`config.mk`:
```
export PLATFORM = sky130hd
export DESIGN_NAME = pattern_cclut_encoder_flat
export DESIGN_NICKNAME = d
export VERILOG_FILES = /design/src/rtl/pattern_cclut_encoder_pkg.sv /design/src/rtl/pattern_cclut_encoder_if.sv /design/src/rtl/pattern_cclut_encoder_es_pos_calc.sv /design/src/rtl/pattern_cclut_encoder.sv /design/src/flat_wrapper.sv
export SDC_FILE = /design/constraint.sdc
export NUM_CORES = 1
export LEC_CHECK = 0
export BUFFER_PORTS_ARGS = -buffer_cell sky130_fd_sc_hd__buf_2
export CORE_MARGIN = 2
export CORE_UTILIZATION = 57
export CTS_CLUSTER_SIZE = 25
export DETAILED_ROUTE_END_ITERATION = 8
export MAX_ROUTING_LAYER = met4
export PLACE_DENSITY = 0.84
export SYNTH_ARGS = -nofsm -noshare
export SYNTH_HDL_FRONTEND = slang
export SYNTH_SLANG_ARGS = --single-unit
```
`constraint.sdc`:
```
create_clock -name clock -period 7.4 [get_ports clock]
set_input_delay 1.48 -clock clock [delete_from_list [all_inputs] [get_ports clock]]
set_output_delay 1.48 -clock clock [all_outputs]
set_load 0.01 [all_outputs]
```
`src/rtl/pattern_cclut_encoder_pkg.sv`:
```
// Shared widths and constants for the CCLUT pattern encoder, plus the
// edge-clamp helper that turns a signed raw position into an eighth-strip index.
package pattern_params;

    localparam int MXHSB           = 8;
    localparam int NHS             = 224;
    localparam int MXOFFSB         = 4;
    localparam int MXBNDB          = 5;
    localparam int MXQLTB          = 9;
    localparam int MXPIDB          = 4;
    localparam int MXESB           = 10;
    localparam int CCLUT_ZERO_OFFS = 7;

    // Two extra bits: one for the sign, one for key_hs values beyond NHS.
    localparam int RAW_W  = MXESB + 2;
    localparam int ES_MAX = 4 * NHS - 1;

    typedef struct packed {
        logic [MXPIDB-1:0] pid;
        logic [MXBNDB-1:0] bend;
        logic [MXQLTB-1:0] quality;
    } cand_meta_t;

    typedef struct packed {
        logic [MXESB-1:0] es;
        logic             clamped;
    } es_clamp_t;

    function automatic es_clamp_t clamp_es(input logic [RAW_W-1:0] raw);
        es_clamp_t r;
        r.clamped = 1'b1;
        if (raw[RAW_W-1]) begin
            r.es = '0;
        end else if (raw > RAW_W'(ES_MAX)) begin
            r.es = MXESB'(ES_MAX);
        end else begin
            r.es      = raw[MXESB-1:0];
            r.clamped = 1'b0;
        end
        return r;
    endfunction

endpackage

```
`src/rtl/pattern_cclut_encoder_if.sv`:
```
// Candidate bus between the CCLUT lookup stage and the encoder, and the
// encoded position bus towards the CLCT builder.
interface pattern_cclut_encoder_if;
    import pattern_params::*;

    logic              vld0, vld1;
    logic [MXHSB-1:0]  key_hs0, key_hs1;
    logic [MXPIDB-1:0] pid0, pid1;
    logic [MXOFFSB-1:0] offs0, offs1;
    logic [MXBNDB-1:0] bend0, bend1;
    logic [MXQLTB-1:0] quality0, quality1;

    logic              out_vld0, out_vld1;
    logic [MXHSB-1:0]  out_hs0, out_hs1;
    logic              out_qs0, out_qs1;
    logic              out_es0, out_es1;
    logic [MXPIDB-1:0] out_pid0, out_pid1;
    logic [MXBNDB-1:0] out_bend0, out_bend1;
    logic [MXQLTB-1:0] out_quality0, out_quality1;

    modport master (
        output vld0, vld1, key_hs0, key_hs1, pid0, pid1, offs0, offs1,
               bend0, bend1, quality0, quality1,
        input  out_vld0, out_vld1, out_hs0, out_hs1, out_qs0, out_qs1,
               out_es0, out_es1, out_pid0, out_pid1, out_bend0, out_bend1,
               out_quality0, out_quality1
    );

    modport slave (
        input  vld0, vld1, key_hs0, key_hs1, pid0, pid1, offs0, offs1,
               bend0, bend1, quality0, quality1,
        output out_vld0, out_vld1, out_hs0, out_hs1, out_qs0, out_qs1,
               out_es0, out_es1, out_pid0, out_pid1, out_bend0, out_bend1,
               out_quality0, out_quality1
    );

endinterface

```
`src/rtl/pattern_cclut_encoder_es_pos_calc.sv`:
```
// Single-candidate position calculator: stage 1 registers the signed raw
// eighth-strip position, stage 2 registers the edge-clamped position.
module es_pos_calc
    import pattern_params::*;
(
    input  logic               clock,
    input  logic               reset_n,
    input  logic               vld,
    input  logic [MXHSB-1:0]   key_hs,
    input  logic [MXOFFSB-1:0] offs,
    output logic               s1_vld,
    output logic [MXESB-1:0]   s1_es,
    output logic               s1_clamp,
    output logic [MXESB-1:0]   es_pos
);

    logic [RAW_W-1:0] raw_next;
    logic [RAW_W-1:0] raw_q;
    es_clamp_t        s1_clamped;

    // Offset code 7 is the zero shift; wraps below zero land on the sign bit.
    assign raw_next = RAW_W'({key_hs, 2'b00}) + RAW_W'(offs) - RAW_W'(CCLUT_ZERO_OFFS);

    // NOTE: non-blocking assignments keep both pipeline stages advancing on the
    // same edge; every register here is reset so in-flight candidates are dropped.
    always_ff @(posedge clock or negedge reset_n) begin
        if (!reset_n) begin
            raw_q  <= '0;
            s1_vld <= 1'b0;
            es_pos <= '0;
        end else begin
            raw_q  <= raw_next;
            s1_vld <= vld;
            es_pos <= s1_clamped.es;
        end
    end

    assign s1_clamped = clamp_es(raw_q);
    assign s1_es      = s1_clamped.es;
    assign s1_clamp   = s1_vld & s1_clamped.clamped;

endmodule

```
`src/rtl/pattern_cclut_encoder.sv`:
```
// Two-candidate CCLUT encoder: eighth-strip key positions with edge clamping,
// duplicate suppression (candidate 0 wins) and saturating event counters.
module pattern_cclut_encoder
    import pattern_params::*;
#(
    parameter int MXCNTB = 16
) (
    input  logic                  clock,
    input  logic                  reset_n,
    input  logic                  cnt_clear,
    pattern_cclut_encoder_if.slave bus,
    output logic [MXCNTB-1:0]     clamp_cnt,
    output logic [MXCNTB-1:0]     dup_cnt
);

    logic             s1_vld0, s1_vld1;
    logic             s1_clamp0, s1_clamp1;
    logic [MXESB-1:0] s1_es0, s1_es1;
    logic [MXESB-1:0] es_pos0, es_pos1;
    logic             out_vld0_q, out_vld1_q;
    logic             dup_evt, clamp_evt;

    cand_meta_t meta_in0, meta_in1;
    cand_meta_t meta_s1_0, meta_s1_1;
    cand_meta_t meta_s2_0, meta_s2_1;

    es_pos_calc u_pos0 (
        .clock    (clock),
        .reset_n  (reset_n),
        .vld      (bus.vld0),
        .key_hs   (bus.key_hs0),
        .offs     (bus.offs0),
        .s1_vld   (s1_vld0),
        .s1_es    (s1_es0),
        .s1_clamp (s1_clamp0),
        .es_pos   (es_pos0)
    );

    es_pos_calc u_pos1 (
        .clock    (clock),
        .reset_n  (reset_n),
        .vld      (bus.vld1),
        .key_hs   (bus.key_hs1),
        .offs     (bus.offs1),
        .s1_vld   (s1_vld1),
        .s1_es    (s1_es1),
        .s1_clamp (s1_clamp1),
        .es_pos   (es_pos1)
    );

    assign meta_in0 = '{pid: bus.pid0, bend: bus.bend0, quality: bus.quality0};
    assign meta_in1 = '{pid: bus.pid1, bend: bus.bend1, quality: bus.quality1};

    // Duplicates are judged on clamped positions, so two candidates pinned to
    // the same chamber edge also count as one.
    assign dup_evt   = s1_vld0 & s1_vld1 & (s1_es0 == s1_es1);
    assign clamp_evt = s1_clamp0 | s1_clamp1;

    always_ff @(posedge clock or negedge reset_n) begin
        if (!reset_n) begin
            meta_s1_0  <= '0;
            meta_s1_1  <= '0;
            meta_s2_0  <= '0;
            meta_s2_1  <= '0;
            out_vld0_q <= 1'b0;
            out_vld1_q <= 1'b0;
        end else begin
            meta_s1_0  <= meta_in0;
            meta_s1_1  <= meta_in1;
            meta_s2_0  <= meta_s1_0;
            meta_s2_1  <= meta_s1_1;
            out_vld0_q <= s1_vld0;
            out_vld1_q <= s1_vld1 & ~dup_evt;
        end
    end

    // Clear beats increment; at all-ones the counter holds.
    always_ff @(posedge clock or negedge reset_n) begin
        if (!reset_n) begin
            clamp_cnt <= '0;
            dup_cnt   <= '0;
        end else if (cnt_clear) begin
            clamp_cnt <= '0;
            dup_cnt   <= '0;
        end else begin
            if (clamp_evt && (clamp_cnt != '1)) clamp_cnt <= clamp_cnt + MXCNTB'(1);
            if (dup_evt && (dup_cnt != '1))     dup_cnt   <= dup_cnt + MXCNTB'(1);
        end
    end

    assign bus.out_vld0     = out_vld0_q;
    assign bus.out_vld1     = out_vld1_q;
    assign bus.out_hs0      = es_pos0[MXESB-1:2];
    assign bus.out_hs1      = es_pos1[MXESB-1:2];
    assign bus.out_qs0      = es_pos0[1];
    assign bus.out_qs1      = es_pos1[1];
    assign bus.out_es0      = es_pos0[0];
    assign bus.out_es1      = es_pos1[0];
    assign bus.out_pid0     = meta_s2_0.pid;
    assign bus.out_pid1     = meta_s2_1.pid;
    assign bus.out_bend0    = meta_s2_0.bend;
    assign bus.out_bend1    = meta_s2_1.bend;
    assign bus.out_quality0 = meta_s2_0.quality;
    assign bus.out_quality1 = meta_s2_1.quality;

endmodule

```
`src/flat_wrapper.sv`:
```
// flat-port wrapper written by rule: the top's interface ports become plain ports
module pattern_cclut_encoder_flat import pattern_params::*;
#(
    parameter int MXCNTB = 16
)
  (clock, reset_n, cnt_clear, clamp_cnt, dup_cnt, bus_vld0, bus_vld1, bus_key_hs0, bus_key_hs1, bus_pid0, bus_pid1, bus_offs0, bus_offs1, bus_bend0, bus_bend1, bus_quality0, bus_quality1, bus_out_vld0, bus_out_vld1, bus_out_hs0, bus_out_hs1, bus_out_qs0, bus_out_qs1, bus_out_es0, bus_out_es1, bus_out_pid0, bus_out_pid1, bus_out_bend0, bus_out_bend1, bus_out_quality0, bus_out_quality1);
  pattern_cclut_encoder_if bus_i ();
  input  logic clock;
  input  logic reset_n;
  input  logic cnt_clear;
  output logic [MXCNTB-1:0] clamp_cnt;
  output logic [MXCNTB-1:0] dup_cnt;
  input wire logic [$bits(bus_i.vld0)-1:0] bus_vld0;
  input wire logic [$bits(bus_i.vld1)-1:0] bus_vld1;
  input wire logic [$bits(bus_i.key_hs0)-1:0] bus_key_hs0;
  input wire logic [$bits(bus_i.key_hs1)-1:0] bus_key_hs1;
  input wire logic [$bits(bus_i.pid0)-1:0] bus_pid0;
  input wire logic [$bits(bus_i.pid1)-1:0] bus_pid1;
  input wire logic [$bits(bus_i.offs0)-1:0] bus_offs0;
  input wire logic [$bits(bus_i.offs1)-1:0] bus_offs1;
  input wire logic [$bits(bus_i.bend0)-1:0] bus_bend0;
  input wire logic [$bits(bus_i.bend1)-1:0] bus_bend1;
  input wire logic [$bits(bus_i.quality0)-1:0] bus_quality0;
  input wire logic [$bits(bus_i.quality1)-1:0] bus_quality1;
  output wire logic [$bits(bus_i.out_vld0)-1:0] bus_out_vld0;
  output wire logic [$bits(bus_i.out_vld1)-1:0] bus_out_vld1;
  output wire logic [$bits(bus_i.out_hs0)-1:0] bus_out_hs0;
  output wire logic [$bits(bus_i.out_hs1)-1:0] bus_out_hs1;
  output wire logic [$bits(bus_i.out_qs0)-1:0] bus_out_qs0;
  output wire logic [$bits(bus_i.out_qs1)-1:0] bus_out_qs1;
  output wire logic [$bits(bus_i.out_es0)-1:0] bus_out_es0;
  output wire logic [$bits(bus_i.out_es1)-1:0] bus_out_es1;
  output wire logic [$bits(bus_i.out_pid0)-1:0] bus_out_pid0;
  output wire logic [$bits(bus_i.out_pid1)-1:0] bus_out_pid1;
  output wire logic [$bits(bus_i.out_bend0)-1:0] bus_out_bend0;
  output wire logic [$bits(bus_i.out_bend1)-1:0] bus_out_bend1;
  output wire logic [$bits(bus_i.out_quality0)-1:0] bus_out_quality0;
  output wire logic [$bits(bus_i.out_quality1)-1:0] bus_out_quality1;
  assign bus_i.vld0 = bus_vld0;
  assign bus_i.vld1 = bus_vld1;
  assign bus_i.key_hs0 = bus_key_hs0;
  assign bus_i.key_hs1 = bus_key_hs1;
  assign bus_i.pid0 = bus_pid0;
  assign bus_i.pid1 = bus_pid1;
  assign bus_i.offs0 = bus_offs0;
  assign bus_i.offs1 = bus_offs1;
  assign bus_i.bend0 = bus_bend0;
  assign bus_i.bend1 = bus_bend1;
  assign bus_i.quality0 = bus_quality0;
  assign bus_i.quality1 = bus_quality1;
  assign bus_out_vld0 = bus_i.out_vld0;
  assign bus_out_vld1 = bus_i.out_vld1;
  assign bus_out_hs0 = bus_i.out_hs0;
  assign bus_out_hs1 = bus_i.out_hs1;
  assign bus_out_qs0 = bus_i.out_qs0;
  assign bus_out_qs1 = bus_i.out_qs1;
  assign bus_out_es0 = bus_i.out_es0;
  assign bus_out_es1 = bus_i.out_es1;
  assign bus_out_pid0 = bus_i.out_pid0;
  assign bus_out_pid1 = bus_i.out_pid1;
  assign bus_out_bend0 = bus_i.out_bend0;
  assign bus_out_bend1 = bus_i.out_bend1;
  assign bus_out_quality0 = bus_i.out_quality0;
  assign bus_out_quality1 = bus_i.out_quality1;
  pattern_cclut_encoder #(.MXCNTB(MXCNTB)) u_core (.clock(clock), .reset_n(reset_n), .cnt_clear(cnt_clear), .bus(bus_i), .clamp_cnt(clamp_cnt), .dup_cnt(dup_cnt));
endmodule
```
After elaboration in Yosys (flattened, before gate mapping)
Cells that the tools add are included.
{ "op_classes": {"magnitude_cmp": 2, "n_reduce_logical": 4, "n_addsub": 6, "muxes": 12, "bitwise": 7, "eq_ne": 3} }
{ "op_table": {"columns": ["cell", "count"], "rows": [
  ["16-bit 2-to-1 mux", 4],
  ["10-bit 2-to-1 mux", 4],
  ["16-bit by 1-bit adder with 16-bit output, second input constant", 2],
  ["16-bit inequality test, second input constant", 2],
  ["12-bit by 10-bit > comparator with 1-bit output, second input constant", 2],
  ["12-bit by 3-bit subtractor with 12-bit output, second input constant", 2],
  ["10-bit by 4-bit adder with 11-bit output", 2],
  ["10-bit equality test", 1],
  ["1-bit bitwise AND", 5],
  ["1-bit 2-to-1 mux", 4],
  ["2-bit nonzero test", 2],
  ["1-bit logical AND", 2],
  ["1-bit NOT", 1],
  ["1-bit OR", 1]
]} }
{ "word_totals": {"output_inout_bits": 90, "reg_bits": 152, "in_bits": 65, "wordCells": 56} }

Depth between registers and ports, before layout
{ "depth": {"depth_word": 8, "mapped_depth": 11, "depth_no_buf": 9} }

By module
From an unflattened synthesis, not the netlist that was laid out.
{ "hier_totals": {"cells_unflattened": 506, "area_unflattened_um2": 6123.4} }
{ "modules_own_cells": {"columns": ["module", "cells_each", "seq_area_each_um2", "area_per_inst_um2", "instances"], "rows": [
  ["pattern_cclut_encoder", 274, 2652.5, 3703.6, 1],
  ["es_pos_calc", 116, 575.6, 1209.9, 2]
]} }

Least setup slack after synthesis
Ideal clock, no wire load.
{ "synth_timing": {"path_kind": "input port to flip-flop", "start": "in bus_offs0[2]", "end": "reg u_core.u_pos0.raw_q[9]", "cell_stages": 9, "required_time_ns": 7.321, "setup_ns": 0.079, "n_path_buf": 1, "path_slack_ns": 3.826, "arrival_time_ns": 3.495, "path_cell_list": "ha_1 -> fa_1 -> clkbuf_1 -> xor2_1 -> nor3b_1 -> nand3_1 -> or2_2 -> a21oi_1 -> xor2_1"} }
{ "synth_between": {"elab_chain_cells": 2} }
{ "synth_rtl": {"columns": ["item", "line_no", "text"], "rows": [
  ["from (decl)", "flat_wrapper.sv:19", "input wire logic [$bits(bus_i.offs0)-1:0] bus_offs0;"],
  ["10-bit by 4-bit adder with 11-bit output", "pattern_cclut_encoder_es_pos_calc.sv:22", "assign raw_next = RAW_W'({key_hs, 2'b00}) + RAW_W'(offs) - RAW_W'(CCLUT_ZERO_OFFS);"],
  ["12-bit by 3-bit subtractor with 12-bit output", "pattern_cclut_encoder_es_pos_calc.sv:22", null],
  ["net u_core.u_pos0.raw_next[9]", "pattern_cclut_encoder_es_pos_calc.sv:17", "logic [RAW_W-1:0] raw_next;"],
  ["to (signal assigned)", "pattern_cclut_encoder_es_pos_calc.sv:32", "raw_q <= raw_next;"],
  ["to (decl)", "pattern_cclut_encoder_es_pos_calc.sv:18", "logic [RAW_W-1:0] raw_q;"]
]} }
The timed path passes the listed nets, and every way through them passes these cells.
A chain may end at the register's enable or synchronous reset.

Worst setup path after layout
{ "layout_timing": {"start": "reg u_core.u_pos1.raw_q[11]", "end": "reg u_core.dup_cnt[7]"} }
{ "layout_between": {"elab_chain_cells": 7} }
{ "layout_rtl": {"columns": ["item", "line_no", "text"], "rows": [
  ["from (decl)", "pattern_cclut_encoder_es_pos_calc.sv:18", null],
  ["from (signal assigned)", "pattern_cclut_encoder_es_pos_calc.sv:32", null],
  ["12-bit by 10-bit > comparator with 1-bit output", "pattern_cclut_encoder_pkg.sv:34", "end else if (raw > RAW_W'(ES_MAX)) begin"],
  ["10-bit 2-to-1 mux", "pattern_cclut_encoder_pkg.sv:34", null],
  ["10-bit 2-to-1 mux (*)", "pattern_cclut_encoder_pkg.sv:32", "if (raw[RAW_W-1]) begin"],
  ["net u_core.s1_es1[7]", "pattern_cclut_encoder.sv:18", "logic [MXESB-1:0] s1_es0, s1_es1;"],
  ["10-bit equality test (*)", "pattern_cclut_encoder.sv:56", "assign dup_evt = s1_vld0 & s1_vld1 & (s1_es0 == s1_es1);"],
  ["1-bit bitwise AND (*)", "pattern_cclut_encoder.sv:56", null],
  ["1-bit logical AND (*)", "pattern_cclut_encoder.sv:87", "if (dup_evt && (dup_cnt != '1)) dup_cnt <= dup_cnt + MXCNTB'(1);"],
  ["2-bit nonzero test (no source line) (*)", null, null],
  ["to (signal assigned)", "pattern_cclut_encoder.sv:87", null],
  ["to (decl)", "pattern_cclut_encoder.sv:13", "output logic [MXCNTB-1:0] dup_cnt"]
]} }
Mark *: on every way through the listed nets, which the timed path passes. The rest lies on a longest branch.

==> out/metrics.yaml <==
clock_latency_ns: 0.52
die_area_sq_um: 11400
final-seq-area_sq_um: 3800
dp_slack_ns: 3.45
worstPathRequired_ns: 7.83
yosysWarnings: 0
fin_nets: 733
die_w_um: 107
vias_per_cell: 5.57
syn_nets: 579
start_util_pct: 58.4
rsz0062_at_grt: "false"
wire_per_inst_um: 15.8
cts_sinks: 152
drive_above_1_share_pct: 29.4
worstPathMaxFanout: 25
multi_input_area_sq_um: 2050
synth_area_sq_um: 6000
hold_violations: 0
synth-seq-cells: 152
synthCells: 504
nFillCells: 733
overflow: 0
synth-edff-count: 0
worst_pin_slew_ns: 1.17
critPathCaptureType: "flop"
synth_area_per_cell_sq_um: 11.9
drv_cap: 0
antenna_found_initial: 0
synth_adder_area_share_pct: 2.33
setup_ws_ns: 3.66
synth_top_family_by_area: "simple AND/OR/NAND/NOR gates"
synth_compound_area_share_pct: 9.57
ant_nets: 0
min_period_ns: 3.74
grt_max_degree: 94
track_usage_pct: 24.2
setup_viol: 0
post_cts_buffers: 0
cts.path.max_buffers: 2
hpwlAfterDp_um: 8830
p_leak_nw: 3.49
criticalPathCategory: "flop to flop"
ys_async_sr_fraction_pct: 100
synth_simple_gate_area_share_pct: 14.6
layout_common_cells: "buf_2, dfrtp_1, nor2_1, nand3_1, nand2_1"
layout_commonest_cell: "buf_2"
num_io_pins: 155
first_pass_iters: 4
core_sq_um: 10300
final_area_sq_um: 7440
row_count: 37
slew_headroom_pct: 19.9
ys_seq_area_share_pct: 63.4
layoutNonFillerInstCount: 807
fin_tns_setup_ns: 0
placed_cell_area_sq_um: 6870
grt_pass1_wl_um: 20600
numCtsBuffers: 17
power.density_nw_per_um2: 262
ir_worst_vdd_v: 0.000120
maxSlewViolCount: 0
whs_ns: 0.346
cp-start-kind: "flop"
die_height_um: 107
grt_pass1_vias: 4380
vias: 4497
drc_errors: 0
synth_top_area_share_pct: 63.4
clk_pin_slew_ns: 0.06
cts-root-buf: "clkbuf_8"
total_power_mw: 1.95
synth_largest_area_cell: "dfrtp_1"
synth.distinct_cells: 59
synth.area.top_cells: "dfrtp_1, nor2_1, xnor2_1, xor2_1, nand3_1"
place.port_buffers: 154
cts_tree: "done"
fin_skew_ns: 0.00636
h-tree-depth: 4
area_growth_pct: 23.9
holdBufCountCts: 0
n_antenna_cell: 0
final_util_pct: 72.4
worstPathArrival_ns: 4.17
cts_resized: 0
fmax_ghz: 0.268
numPlacedInstances: 775
gp_congestion: 0.903
wl_um: 12800
hold_class: "flop to flop"
status: "finished clean"
synthMuxAreaShare_pct: 1.63
synth_ff_type: "dfrtp_1"
drt_iter0_drc: 297
synth-xor-area-share_pct: 6.13
finalCritPeriodShare_pct: 50.5
==> layer usage <==
metal	wire [um]	part of all wire, %	GRT usage, %
met1	4790	38	27.1
met2	6870	54	41.7
met3	808	6.3	6.08
met4	289	2.3	9.55
met5	0	0	-
==> final timing paths <==
kind                                         start                      to  slack [ns]  cells after the start
max                        u_core.u_pos1.raw_q[11]       u_core.dup_cnt[7]        3.66                      6
min                           u_core.meta_s1_0[14]  u_core.bus.out_pid0[0]        0.35                      0
max reg2reg                u_core.u_pos1.raw_q[11]       u_core.dup_cnt[7]        3.66                      6
min reg2reg                   u_core.meta_s1_0[14]  u_core.bus.out_pid0[0]        0.35                      0
max in group asynchronous                  reset_n    u_core.clamp_cnt[15]        4.99                      2
min in group asynchronous                  reset_n     u_core.clamp_cnt[9]        0.91                      1
==> cell usage after synthesis (3+ instances only) <==
library cell and number:
a211o_1 3, a21oi_1 21, and2_1 5, and3_1 5
clkbuf_1 16, dfrtp_1 152, ha_1 8, inv_1 16
mux2_2 6, mux2i_1 3, nand2_1 22, nand2b_1 5
nand3_1 25, nand4_1 8, nor2_1 59, nor2b_1 6
nor3_1 18, o21ai_0 12, o22ai_1 3, o31ai_1 10
or3_1 4, or4_1 8, xnor2_1 21, xor2_1 21
==> worst max-delay path, cell delays in order, from the launching register on <==
cell,delay [ns]
dfrtp_1,0.61
a2111oi_0,1.10
xnor2_1,0.20
nand4_1,0.12
or4b_1,0.84
or4_1,0.62
a21oi_1,0.16
==> final cells by class <==
type | count | share of cell area (%)
Clock buffer | 22 | 5.96
Multi-Input combinational cell | 316 | 27.6
Timing Repair Buffer | 155 | 10.6
Tap cell | 136 | 2.29
Sequential cell | 152 | 51.2
Clock inverter | 10 | 1.62
Inverter | 16 | 0.808
==> sequential cells by signal (all words and copies together) (netlist names), 10 cells and up <==
signal,count
u_core.meta_s1_0,18
u_core.u_pos0.es_pos,10
u_core.u_pos1.es_pos,10
u_core.dup_cnt,16
u_core.u_pos1.raw_q,12
u_core.u_pos0.raw_q,12
u_core.meta_s1_1,18
u_core.clamp_cnt,16
==> power by group <==
part	total (mW)	internal (mW)	switching, mW	leakage (nW)
clock	0.809	0.490	0.319	0.270
combinational	0.221	0.0870	0.134	1.37
sequential	0.917	0.889	0.0280	1.85
total	1.95	1.47	0.481	3.49
==> cells by family after synthesis <==
kind of cell | count (synthesis)
compound gates | 79
xor+xnor | 42
fa+ha+maj | 10
buf+inv | 36
flops | 152
mux | 9
simple gates | 176
Power figures use the tool's default switching activity.
